**config.mk**
```make
export PLATFORM = sky130hd
export DESIGN_NAME = i2c_eeprom_target
export DESIGN_NICKNAME = d
export VERILOG_FILES = /design/src/rtl/i2c_eeprom_target.sv
export SDC_FILE = /design/constraint.sdc
export NUM_CORES = 1
export LEC_CHECK = 0
export CAP_MARGIN = 10
export CORE_MARGIN = 5
export CORE_UTILIZATION = 60
export DETAILED_ROUTE_END_ITERATION = 10
export PLACE_DENSITY_LB_ADDON = 0.08
export SETUP_SLACK_MARGIN = 0.5
export SLEW_MARGIN = 20
export SYNTH_ARGS = -nofsm -noshare
export SYNTH_HDL_FRONTEND = slang
export SYNTH_SLANG_ARGS = --single-unit
```
**constraint.sdc**
```tcl
create_clock -name clk -period 6.5 [get_ports clk]
set_input_delay 0.975 -clock clk [delete_from_list [all_inputs] [get_ports clk]]
set_output_delay 0.975 -clock clk [all_outputs]
set_load 0.05 [all_outputs]
```
**src/rtl/i2c_eeprom_target.sv**
```systemverilog
// I2C target emulating a 24C02-style 256x8 EEPROM; SCL/SDA are oversampled by clk.
// Open-drain SDA: sda_oe=1 pulls the line low, the block never drives it high.
`timescale 1ns/1ps
module i2c_eeprom_target #(
   parameter logic [6:0] DEV_ADDR = 7'h50
) (
   input  logic       clk,
   input  logic       reset,
   input  logic       scl_in,
   input  logic       sda_in,
   output logic       sda_oe,
   output logic [7:0] mem_addr,
   output logic [7:0] mem_wdata,
   output logic       mem_we,
   output logic       mem_re,
   input  logic [7:0] mem_rdata,
   output logic       busy,
   output logic       stop_det
);

   typedef enum logic [2:0] {IDLE, ADDR, ACK_W, RX, ACK_R, TX, MACK} state_t;

   state_t     state, state_n;
   logic       scl_p0, scl_p1, scl_p2;
   logic       sda_p0, sda_p1, sda_p2;
   logic       scl_rise, scl_fall, start_cond, stop_cond;
   logic [3:0] cnt, cnt_n;
   logic [7:0] shreg, shreg_n;
   logic [7:0] ptr, ptr_n;
   logic [7:0] rx_byte;
   logic       ack_ph, ack_ph_n;
   logic       first_byte, first_n;
   logic       re_d;
   logic       oe_n, we_n, re_n, busy_n, stop_n;
   logic [7:0] wdata_n;

   // stage p0/p1: synchronisers, p2: previous sample for edge detection
   always_ff @(posedge clk or posedge reset) begin
      if (reset) begin
         scl_p0 <= 1'b1;
         scl_p1 <= 1'b1;
         scl_p2 <= 1'b1;
         sda_p0 <= 1'b1;
         sda_p1 <= 1'b1;
         sda_p2 <= 1'b1;
      end else begin
         scl_p0 <= scl_in;
         scl_p1 <= scl_p0;
         scl_p2 <= scl_p1;
         sda_p0 <= sda_in;
         sda_p1 <= sda_p0;
         sda_p2 <= sda_p1;
      end
   end

   assign scl_rise   = scl_p1 & ~scl_p2;
   assign scl_fall   = ~scl_p1 & scl_p2;
   assign start_cond = scl_p1 & scl_p2 & sda_p2 & ~sda_p1;
   assign stop_cond  = scl_p1 & scl_p2 & ~sda_p2 & sda_p1;
   assign rx_byte    = {shreg[6:0], sda_p1};
   assign mem_addr   = ptr;

   always_ff @(posedge clk or posedge reset) begin
      if (reset) begin
         state      <= IDLE;
         cnt        <= 4'd0;
         shreg      <= 8'd0;
         ptr        <= 8'd0;
         ack_ph     <= 1'b0;
         first_byte <= 1'b0;
         re_d       <= 1'b0;
         sda_oe     <= 1'b0;
         mem_wdata  <= 8'd0;
         mem_we     <= 1'b0;
         mem_re     <= 1'b0;
         busy       <= 1'b0;
         stop_det   <= 1'b0;
      end else begin
         state      <= state_n;
         cnt        <= cnt_n;
         shreg      <= shreg_n;
         ptr        <= ptr_n;
         ack_ph     <= ack_ph_n;
         first_byte <= first_n;
         re_d       <= mem_re;
         sda_oe     <= oe_n;
         mem_wdata  <= wdata_n;
         mem_we     <= we_n;
         mem_re     <= re_n;
         busy       <= busy_n;
         stop_det   <= stop_n;
      end
   end

   always_comb begin
      state_n  = state;
      cnt_n    = cnt;
      shreg_n  = shreg;
      ptr_n    = ptr;
      ack_ph_n = ack_ph;
      first_n  = first_byte;
      oe_n     = sda_oe;
      wdata_n  = mem_wdata;
      we_n     = 1'b0;
      re_n     = 1'b0;
      busy_n   = busy;
      stop_n   = 1'b0;

      // pointer advances on the cycle after a write strobe; read data lands one cycle after mem_re
      if (mem_we) ptr_n = ptr + 8'd1;
      if (re_d) shreg_n = mem_rdata;

      if (stop_cond) begin
         state_n  = IDLE;
         oe_n     = 1'b0;
         busy_n   = 1'b0;
         stop_n   = 1'b1;
         ack_ph_n = 1'b0;
      end else if (start_cond) begin
         state_n  = ADDR;
         cnt_n    = 4'd0;
         oe_n     = 1'b0;
         ack_ph_n = 1'b0;
      end else begin
         case (state)
            ADDR: if (scl_rise) begin
               shreg_n = rx_byte;
               cnt_n   = cnt + 4'd1;
               if (cnt == 4'd7) begin
                  cnt_n = 4'd0;
                  if (rx_byte[7:1] != DEV_ADDR) begin
                     state_n = IDLE;
                     busy_n  = 1'b0;
                  end else if (rx_byte[0]) begin
                     state_n = ACK_R;
                     busy_n  = 1'b1;
                     re_n    = 1'b1;
                  end else begin
                     state_n = ACK_W;
                     busy_n  = 1'b1;
                     first_n = 1'b1;
                  end
               end
            end
            ACK_W: if (scl_fall) begin
               if (!ack_ph) begin
                  oe_n     = 1'b1;
                  ack_ph_n = 1'b1;
               end else begin
                  oe_n     = 1'b0;
                  ack_ph_n = 1'b0;
                  cnt_n    = 4'd0;
                  state_n  = RX;
               end
            end
            RX: if (scl_rise) begin
               shreg_n = rx_byte;
               cnt_n   = cnt + 4'd1;
               if (cnt == 4'd7) begin
                  cnt_n   = 4'd0;
                  state_n = ACK_W;
                  if (first_byte) begin
                     ptr_n   = rx_byte;
                     first_n = 1'b0;
                  end else begin
                     we_n    = 1'b1;
                     wdata_n = rx_byte;
                  end
               end
            end
            ACK_R: if (scl_fall) begin
               if (!ack_ph) begin
                  oe_n     = 1'b1;
                  ack_ph_n = 1'b1;
               end else begin
                  oe_n     = ~shreg[7];
                  shreg_n  = {shreg[6:0], 1'b0};
                  cnt_n    = 4'd1;
                  ack_ph_n = 1'b0;
                  state_n  = TX;
               end
            end
            TX: if (scl_fall) begin
               if (cnt == 4'd8) begin
                  // pointer moves past the byte just sent, whether the master ACKs or not
                  oe_n    = 1'b0;
                  cnt_n   = 4'd0;
                  ptr_n   = ptr + 8'd1;
                  state_n = MACK;
               end else begin
                  oe_n    = ~shreg[7];
                  shreg_n = {shreg[6:0], 1'b0};
                  cnt_n   = cnt + 4'd1;
               end
            end
            MACK: begin
               if (!ack_ph) begin
                  if (scl_rise) begin
                     if (sda_p1) begin
                        state_n = IDLE;
                        busy_n  = 1'b0;
                     end else begin
                        re_n     = 1'b1;
                        ack_ph_n = 1'b1;
                     end
                  end
               end else if (scl_fall) begin
                  oe_n     = ~shreg[7];
                  shreg_n  = {shreg[6:0], 1'b0};
                  cnt_n    = 4'd1;
                  ack_ph_n = 1'b0;
                  state_n  = TX;
               end
            end
            default: ;
         endcase
      end
   end

endmodule

```
### After elaboration in Yosys (flattened, before gate mapping)

Cells that the tools add are included.

* add/sub/neg operators: 2
* eq/ne operators: 45
* muxes and demuxes: 100
* bitwise logic cells: 15
* reductions and logical operators: 15

Operators by type and width (count)
* 2-to-1 mux 8 bit: 18
* 2-to-1 mux 3 bit: 18
* != test 4 bit (second input constant): 12
* 2-to-1 mux 1 bit: 44
* 2-to-1 mux 4 bit: 11
* != test 3 bit (second input constant): 12
* case mux 8 bit (4 select lines): 1
* case mux 4 bit (5 select lines): 1
* case mux 3 bit (6 select lines): 1
* case mux 8 bit (2 select lines): 1
* != test 5 bit (second input constant): 3
* AND reduction 14 bit: 1
* != test 2 bit (second input constant): 6
* AND reduction 6 bit: 2
* nonzero test 6 bit: 2
* AND reduction 10 bit: 1
* equality test 3 bit (second input constant): 3
* AND reduction 9 bit: 1
* adder 8 x 1 -> 8 bit (second input constant): 1
* inverter 1 bit: 8
* case mux 1 bit (2 select lines): 4
* nonzero test 8 bit: 1
* AND 1 bit: 7
* != test 7 bit (second input constant): 1
* 15 further kinds: 17

* flip-flop bits (word level): 45
* input bits: 12
* output and inout port bits: 21
* word-level logic and storage cells: 196

### Depth between registers and ports, before layout

Gate-level depths: netlist of run 1.

* word-level depth: 8
* gate-level depth with buffers: 8
* gate-level depth less buffers: 7

### Worst setup path before layout of run 1

No wires, ideal clock.

* path type: flip-flop to flip-flop
* from: register scl_p1
* to: register state[1]
* library setup time: 95 ps
* data arrival time: 2030 ps
* path slack: 4374 ps
* cell stages (with the launch flop): 7
* buffers on the path: 1
* cells stage by stage: dfstp_2 -> clkbuf_2 -> and2b_1 -> a21oi_2 -> or4_4 -> or3_4 -> o32ai_2

* longest elaborated chain between the ends: 5

RTL lines
* from (decl): line 24 `logic scl_p0, scl_p1, scl_p2;`
* from (signal assigned): line 48 `scl_p1 <= scl_p0;`
* AND 1 bit: line 58, 59
* AND 1 bit (on tied branches) (2 in series): line 58, 59
* != test 5 bit (no source line), or another cell as far along
* AND reduction 14 bit (no source line) / 2-to-1 mux 3 bit (equally long branches)
* to (signal assigned): line 79 `state <= state_n;`
* to (decl): line 23 `state_t state, state_n;`

Parallel ways exist; a longest one is shown, timed or not.
A chain may end at the register's enable or synchronous reset.

### Worst setup path in the final report of run 1

* from: register mem_we
* to: output mem_we

RTL lines
* from (decl): line 14 `output logic mem_we,`
* from (signal assigned): line 88 `mem_we <= we_n;`

No word-level cell between the ends.

==> reports/summary.log, run 1 <==
[cts] Resize count post-CTS 0
[global_routing] number of antenna violations at the first check in global routing 0
[cts] TritonCTS Buffers 5
[cts] Sinks on Clock Net 45
[worst_setup_path] maximum single-stage delay on the critical path 0.87 ns
[place] total of buffers placed on input and output ports 32
[sta] worst slew pin tran 0.921 ns
[cts] insertion delay of the later-clocked pin in the worst-skew pair 0.30 ns
[pwr] ratio of total power to cell area 212 nW/µm²
[sta] setup repair after global routing missed its margin false
[cts] number of H-tree levels 2
[cts] clock-pin transition on the worst setup and hold timing paths 0.08 ns
[sta] Final Critical Period 2.67 ns
[yosys] number of warning messages in the yosys log 0
[yosys] top cell type's share of synthesized area 35.8%
[sta] Worst Hold Margin 0.361 ns
[finish] multi-input gate area in the final layout 1470 µm²
[sta] relative slew slack 38.3%
[global_routing] grt ovf 0
[sta] final number of hold-violating endpoints 0
[global_routing] wire length of the first global-routing pass 11400 µm
[die] core outline area 4380 µm²
[yosys] number of synthesized flops with an enable pin 0
[global_routing] maximum number of pins on one net before global-route repair 46
[finish] Sequential cell area 1130 µm²
[routing] Detailed Route Iter0 Violations 272
[worst_setup_path] category of the critical setup timing path reg -> out
[die] DIE HEIGHT 77.4 µm
[cts] worst-case clock buffer depth 2
[cts] TritonCTS clock tree built
[sta] FMAX 375 MHz
[job] number of maximum-capacitance constraint violations 0
[cts] total of hold buffers inserted after clock tree synthesis 0
[global_routing] number of global-route vias before repair 2340
[sta] Worst Skew 0.00669 ns
[yosys] share of synthesized registers carrying an async set or reset 100%
[finish] final non-filler cell total 371
[yosys] top cells by area in the synthesized netlist dfrtp_1, dfstp_2, mux2i_1
[finish] Final Instance Area 3120 µm²
[worst_setup_path] family of cells with the greatest summed delay on the critical path buffers and inverters
[place] number of placed instances, taps included 363
[place] half-perimeter wire length after detailed placement 4630 µm
[pwr] Worst IR Drop VDD 0.172 mV
[routing] router iterations before antenna repair 5
[worst_setup_path] crit path buf inv count 1
[worst_setup_path] worst-path cell chain clkdlybuf4s50_1
[sta] post-route fraction of the period consumed by the critical path 41.0%
[die] Total Die Area 5980 µm²
[routing] Final ANT Viol Nets 0
[finish] fraction of final layout cells with drive strength greater than 1 9.40%
[cts] Post-CTS Setup Bufs 0
[yosys] syn avg cell area 9.20 µm²
[yosys] cell taking the most area after synthesis dfrtp_1
[worst_setup_path] critical path launch point type flip-flop
[pwr] reported leakage power 1.25 nW
[worst_setup_path] capturing element type of the critical path output pin
[cts] clock tree root buffer cell clkbuf_8
[die] effective utilization at floorplan 62.1%
[worst_setup_path] standard cell with the maximum stage delay on the critical path clkdlybuf4s50_1
[worst_hold_path] path type of the worst min-delay path reg -> reg
[worst_setup_path] data required time of the critical path 5.52 ns
[place] placed cell area 3030 µm²
[routing] overall routed net length 6690 µm
[die] number of standard-cell rows in the floorplan 24
[finish] total inserted antenna cells 0
[yosys] Distinct cells, synth 59
[finish] Layout Area Growth over Synthesis 14.8%
[finish] filler cell count 361
[finish] number of nets in the finished design 333
[yosys] total nets after synthesis 311
[sta] number of max-slew violations in the final report 0
[yosys] Netlist Area Pre-Place 2720 µm²
[yosys] commonest register cell after synthesis dfrtp_1
[routing] via count 2410
[yosys] register area share after synthesis 41.6%
[die] floorplan die width 77.4 µm
[yosys] Post-synth top cells dfrtp_1, nor2_1, nand2_1
[yosys] count of mapped cells out of synthesis 296
[place] routability congestion estimate from global placement 0.883
[yosys] dominant cell by count in the synthesized netlist dfrtp_1
[routing] DRC errors left 0
[routing] via/cell ratio 6.50
[outcome] result of the run completed
[sta] Post-Route Setup TNS 0 ns
[routing] routed length per placed instance 18.0 µm
[sta] number of failing setup endpoints in the final timing report 0
[yosys] number of register bits inferred by synthesis 45
[worst_setup_path] Worst Path Max Fanout 8
[global_routing] global-route usage over all layers 23.2%
[worst_setup_path] arrival time of data at the critical path endpoint 1.69 ns
[die] I/O pin total 33
-- placed cells by master, fill, tap and decap left out, drive strengths merged, types with 8 or more instances in the layout --
master          n
a21oi          20
nand2b          8
nand2          20
inv             9
o21ai          15
mux2i          11
nand3           9
nor2           29
clkdlybuf4s50  32
nor3           11
xnor2           8
dfrtp          39
-- kinds of logic (layout without fill, tap and decap cells) --
group,after synthesis,count (layout),share of synthesized area (%)
AO/OA/AOI/OAI,79,79,20.1
XOR/XNOR,14,14,4.50
adder cells (fa/ha/maj),3,3,1.38
buffers and inverters,28,51,4.41
flip-flops,45,45,41.6
multiplexers,17,17,6.53
AND/OR/NAND/NOR,110,110,21.4
-- layer usage --
layer	wire, µm	global-route usage (%)
met4	86	8.76
met1	3130	34.5
met5	0	0
met3	492	4.40
met2	2990	33.5
-- stage by stage --
step                setup WS (ns)  power (mW)  util, %
CTS                          3.82       0.665     71.2
finish                       3.83       0.662     71.3
global route                 3.78       0.703     71.3
global placement             4.16       0.486     69.2
floorplan                    4.37       0.451        -
detailed placement           4.10       0.491     69.2
-- path summary, 6_finish.rpt --
check	slack [ns]	depth (start not counted)	to	from
setup / recovery	3.83	1	mem_we	mem_we
hold / removal	0.36	0	sda_p1	sda_p0
setup reg to reg	4.06	5	state[1]	state[1]
hold reg to reg	0.36	0	sda_p1	sda_p0
max in group asynchronous	5.00	3	sda_p2	reset
min in group asynchronous	1.11	3	cnt[3]	reset
-- sequential cells by signal, indices dropped and copies added, names as in the netlist --
signal	flops
sda_p2	1
scl_p0	1
mem_addr	8
sda_p1	1
first_byte	1
cnt	4
state	3
ack_ph	1
shreg	8
mem_wdata	8
busy	1
re_d	1
scl_p1	1
sda_p0	1
sda_oe	1
scl_p2	1
mem_re	1
mem_we	1
stop_det	1
-- power by group --
| group | switching (mW) | total, mW | internal [mW] |
|---|---|---|---|
| sequential | 0.0407 | 0.349 | 0.308 |
| combinational | 0.0766 | 0.139 | 0.0624 |
| clock | 0.0990 | 0.175 | 0.0758 |
| total | 0.216 | 0.662 | 0.446 |
-- cell type report --
cell class	instances	share of cell area (%)
Tap cell	52	2.08
Clock buffer	6	2.32
Sequential cell	45	36.3
Timing Repair Buffer	33	10.5
Clock inverter	2	0.481
Multi-Input combinational cell	223	47.1
Inverter	10	1.20
Note: power is estimated with default switching activity, not from simulation.
==> inputs of run 2 (changes only) <==
--- a/config.mk
+++ b/config.mk
@@ -7,7 +7,7 @@
 export LEC_CHECK = 0
 export CAP_MARGIN = 10
 export CORE_MARGIN = 5
-export CORE_UTILIZATION = 60
+export CORE_UTILIZATION = 50
 export DETAILED_ROUTE_END_ITERATION = 10
 export PLACE_DENSITY_LB_ADDON = 0.08
 export SETUP_SLACK_MARGIN = 0.5
==> constraint.sdc (replaced) <==
create_clock -name clk -period 2.2 [get_ports clk]
set_input_delay 0.33 -clock clk [delete_from_list [all_inputs] [get_ports clk]]
set_output_delay 0.33 -clock clk [all_outputs]
set_load 0.05 [all_outputs]
==> run 2 against run 1 <==
Compared with the run above:
- critical path depth grew 6
- wire length grew 29%
- largest power group unchanged
- clock skew grew 0.012 ns
- final area grew 27%
- via count grew 17%
- cell count grew 21%
==> reports/summary.log, run 2 (synthesis gave the netlist of run 1 again) <==
[die] effective utilization at floorplan 52.3%
[sta] post-route fraction of the period consumed by the critical path 94.8%
[sta] number of max-slew violations in the final report 0
[sta] Worst Skew 0.0184 ns
[job] number of maximum-capacitance constraint violations 0
[finish] total inserted antenna cells 0
[cts] clock tree root buffer cell clkbuf_8
[cts] worst-case clock buffer depth 2
[worst_setup_path] critical path launch point type flip-flop
[pwr] post-route total power 2.41 mW
[worst_setup_path] crit path buf inv count 1
[global_routing] grt ovf 0
[global_routing] maximum number of pins on one net before global-route repair 31
[worst_setup_path] family of cells with the greatest summed delay on the critical path simple AND/OR/NAND/NOR gates
[finish] commonest non-fill, non-tap cell in the layout buf_4
[die] DIE HEIGHT 83.8 µm
[finish] multi-input gate area in the final layout 1790 µm²
[worst_setup_path] maximum single-stage delay on the critical path 0.52 ns
[cts] total of hold buffers inserted after clock tree synthesis 0
[die] number of standard-cell rows in the floorplan 26
[finish] filler cell count 337
[routing] via/cell ratio 6.28
[routing] routed length per placed instance 19.3 µm
[sta] setup repair after global routing missed its margin true
[sta] worst slew pin tran 0.628 ns
[worst_setup_path] data required time of the critical path 2.42 ns
[routing] overall routed net length 8640 µm
[pwr] Worst IR Drop VDD 0.522 mV
[routing] DRC errors left 0
[die] floorplan die width 83.8 µm
[place] placed cell area 3240 µm²
[routing] router iterations before antenna repair 6
[place] routability congestion estimate from global placement 0.937
[sta] Final Critical Period 2.09 ns
[worst_setup_path] worst-path cell chain inv_2 > ha_4 > and3b_2 > nor3_2 > or4_4 > or3_4 > o32ai_2
[routing] via count 2812
[sta] number of failing setup endpoints in the final timing report 0
[cts] TritonCTS clock tree built
[worst_setup_path] standard cell with the maximum stage delay on the critical path or4_4
[cts] number of H-tree levels 2
[die] Total Die Area 7020 µm²
[sta] final number of hold-violating endpoints 0
[global_routing] global-route usage over all layers 22.8%
[worst_hold_path] path type of the worst min-delay path in -> async
[cts] TritonCTS Buffers 5
[worst_setup_path] capturing element type of the critical path flip-flop
[global_routing] number of global-route vias before repair 2541
[sta] Post-Route Setup TNS 0 ns
[worst_setup_path] Worst Path Max Fanout 4
[worst_setup_path] category of the critical setup timing path reg -> reg
[routing] Final ANT Viol Nets 0
[place] total of buffers placed on input and output ports 32
[finish] number of nets in the finished design 392
[finish] fraction of final layout cells with drive strength greater than 1 39.2%
[cts] Sinks on Clock Net 45
[outcome] result of the run completed
[global_routing] number of antenna violations at the first check in global routing 0
[finish] Final Instance Area 3960 µm²
[global_routing] wire length of the first global-routing pass 13100 µm
[cts] insertion delay of the later-clocked pin in the worst-skew pair 0.32 ns
[finish] leading cell types in the layout, fill and taps excluded buf_4, dfrtp_1, nor2_1, nand2_1, buf_6
[finish] Sequential cell area 1140 µm²
[pwr] reported leakage power 1.75 nW
[routing] Detailed Route Iter0 Violations 262
[die] I/O pin total 33
[place] half-perimeter wire length after detailed placement 5180 µm
[sta] FMAX 479 MHz
[die] core outline area 5200 µm²
[worst_setup_path] arrival time of data at the critical path endpoint 2.30 ns
[finish] Layout Area Growth over Synthesis 45.6%
[cts] clock-pin transition on the worst setup and hold timing paths 0.11 ns
[pwr] ratio of total power to cell area 608 nW/µm²
[sta] relative slew slack 57.8%
==> run 2: power breakdown <==
part | switching, mW | internal (mW) | total, mW
Clock | 0.325 | 0.226 | 0.552
Combinational | 0.387 | 0.421 | 0.809
Sequential | 0.142 | 0.910 | 1.05
==> run 2: final cells by class <==
| type | count | area share (%) |
|---|---|---|
| Clock buffer | 5 | 1.74 |
| Clock inverter | 3 | 0.537 |
| Tap cell | 70 | 2.21 |
| Sequential cell | 45 | 28.8 |
| Inverter | 10 | 0.947 |
| Multi-Input combinational cell | 223 | 45.0 |
| Timing Repair Buffer | 92 | 20.8 |
==> run 2: through the flow <==
step | std cells | hold slack (ns) | setup slack [ns] | utilization, %
detailed placement | 397 | 0.347 | 0.0778 | 62.3
finish | 448 | 0.294 | 0.113 | 76.2
CTS | 434 | 0.314 | 0.141 | 71.0
global placement | 397 | 0.346 | 0.165 | 62.3
global route | 448 | 0.352 | 0.0145 | 76.2
floorplan | 296 | 0.334 | 0.225 | -
==> run 2: path summary, 6_finish.rpt <==
kind | start | end | slack [ns] | cells past startpoint
max | cnt[1] | state[1] | 0.11 | 7
min | reset | cnt[1] | 0.29 | 2
max reg2reg | cnt[1] | state[1] | 0.11 | 7
min reg2reg | sda_p0 | sda_p1 | 0.36 | 0
max in group asynchronous | reset | sda_p0 | 1.34 | 3
min in group clk | sda_p0 | sda_p1 | 0.36 | 0
==> run 2: timing repair <==
item / 4_1_cts / 5_1_grt
buffers inserted: 27 / 14
pin swaps: 14 / 13
gates cloned: 2 / 0
resized for setup: 71 / 48
endpoints found under the setup margin: 47 / 37
endpoints found under the hold margin: 0 / 0
==> run 2: layer usage <==
metal,up-vias,track usage (%),wire [µm]
li1,1249,-,-
met1,1355,32.4,3620
met2,174,34.3,3990
met3,34,4.84,738
met4,0,8.19,287
met5,-,0,0
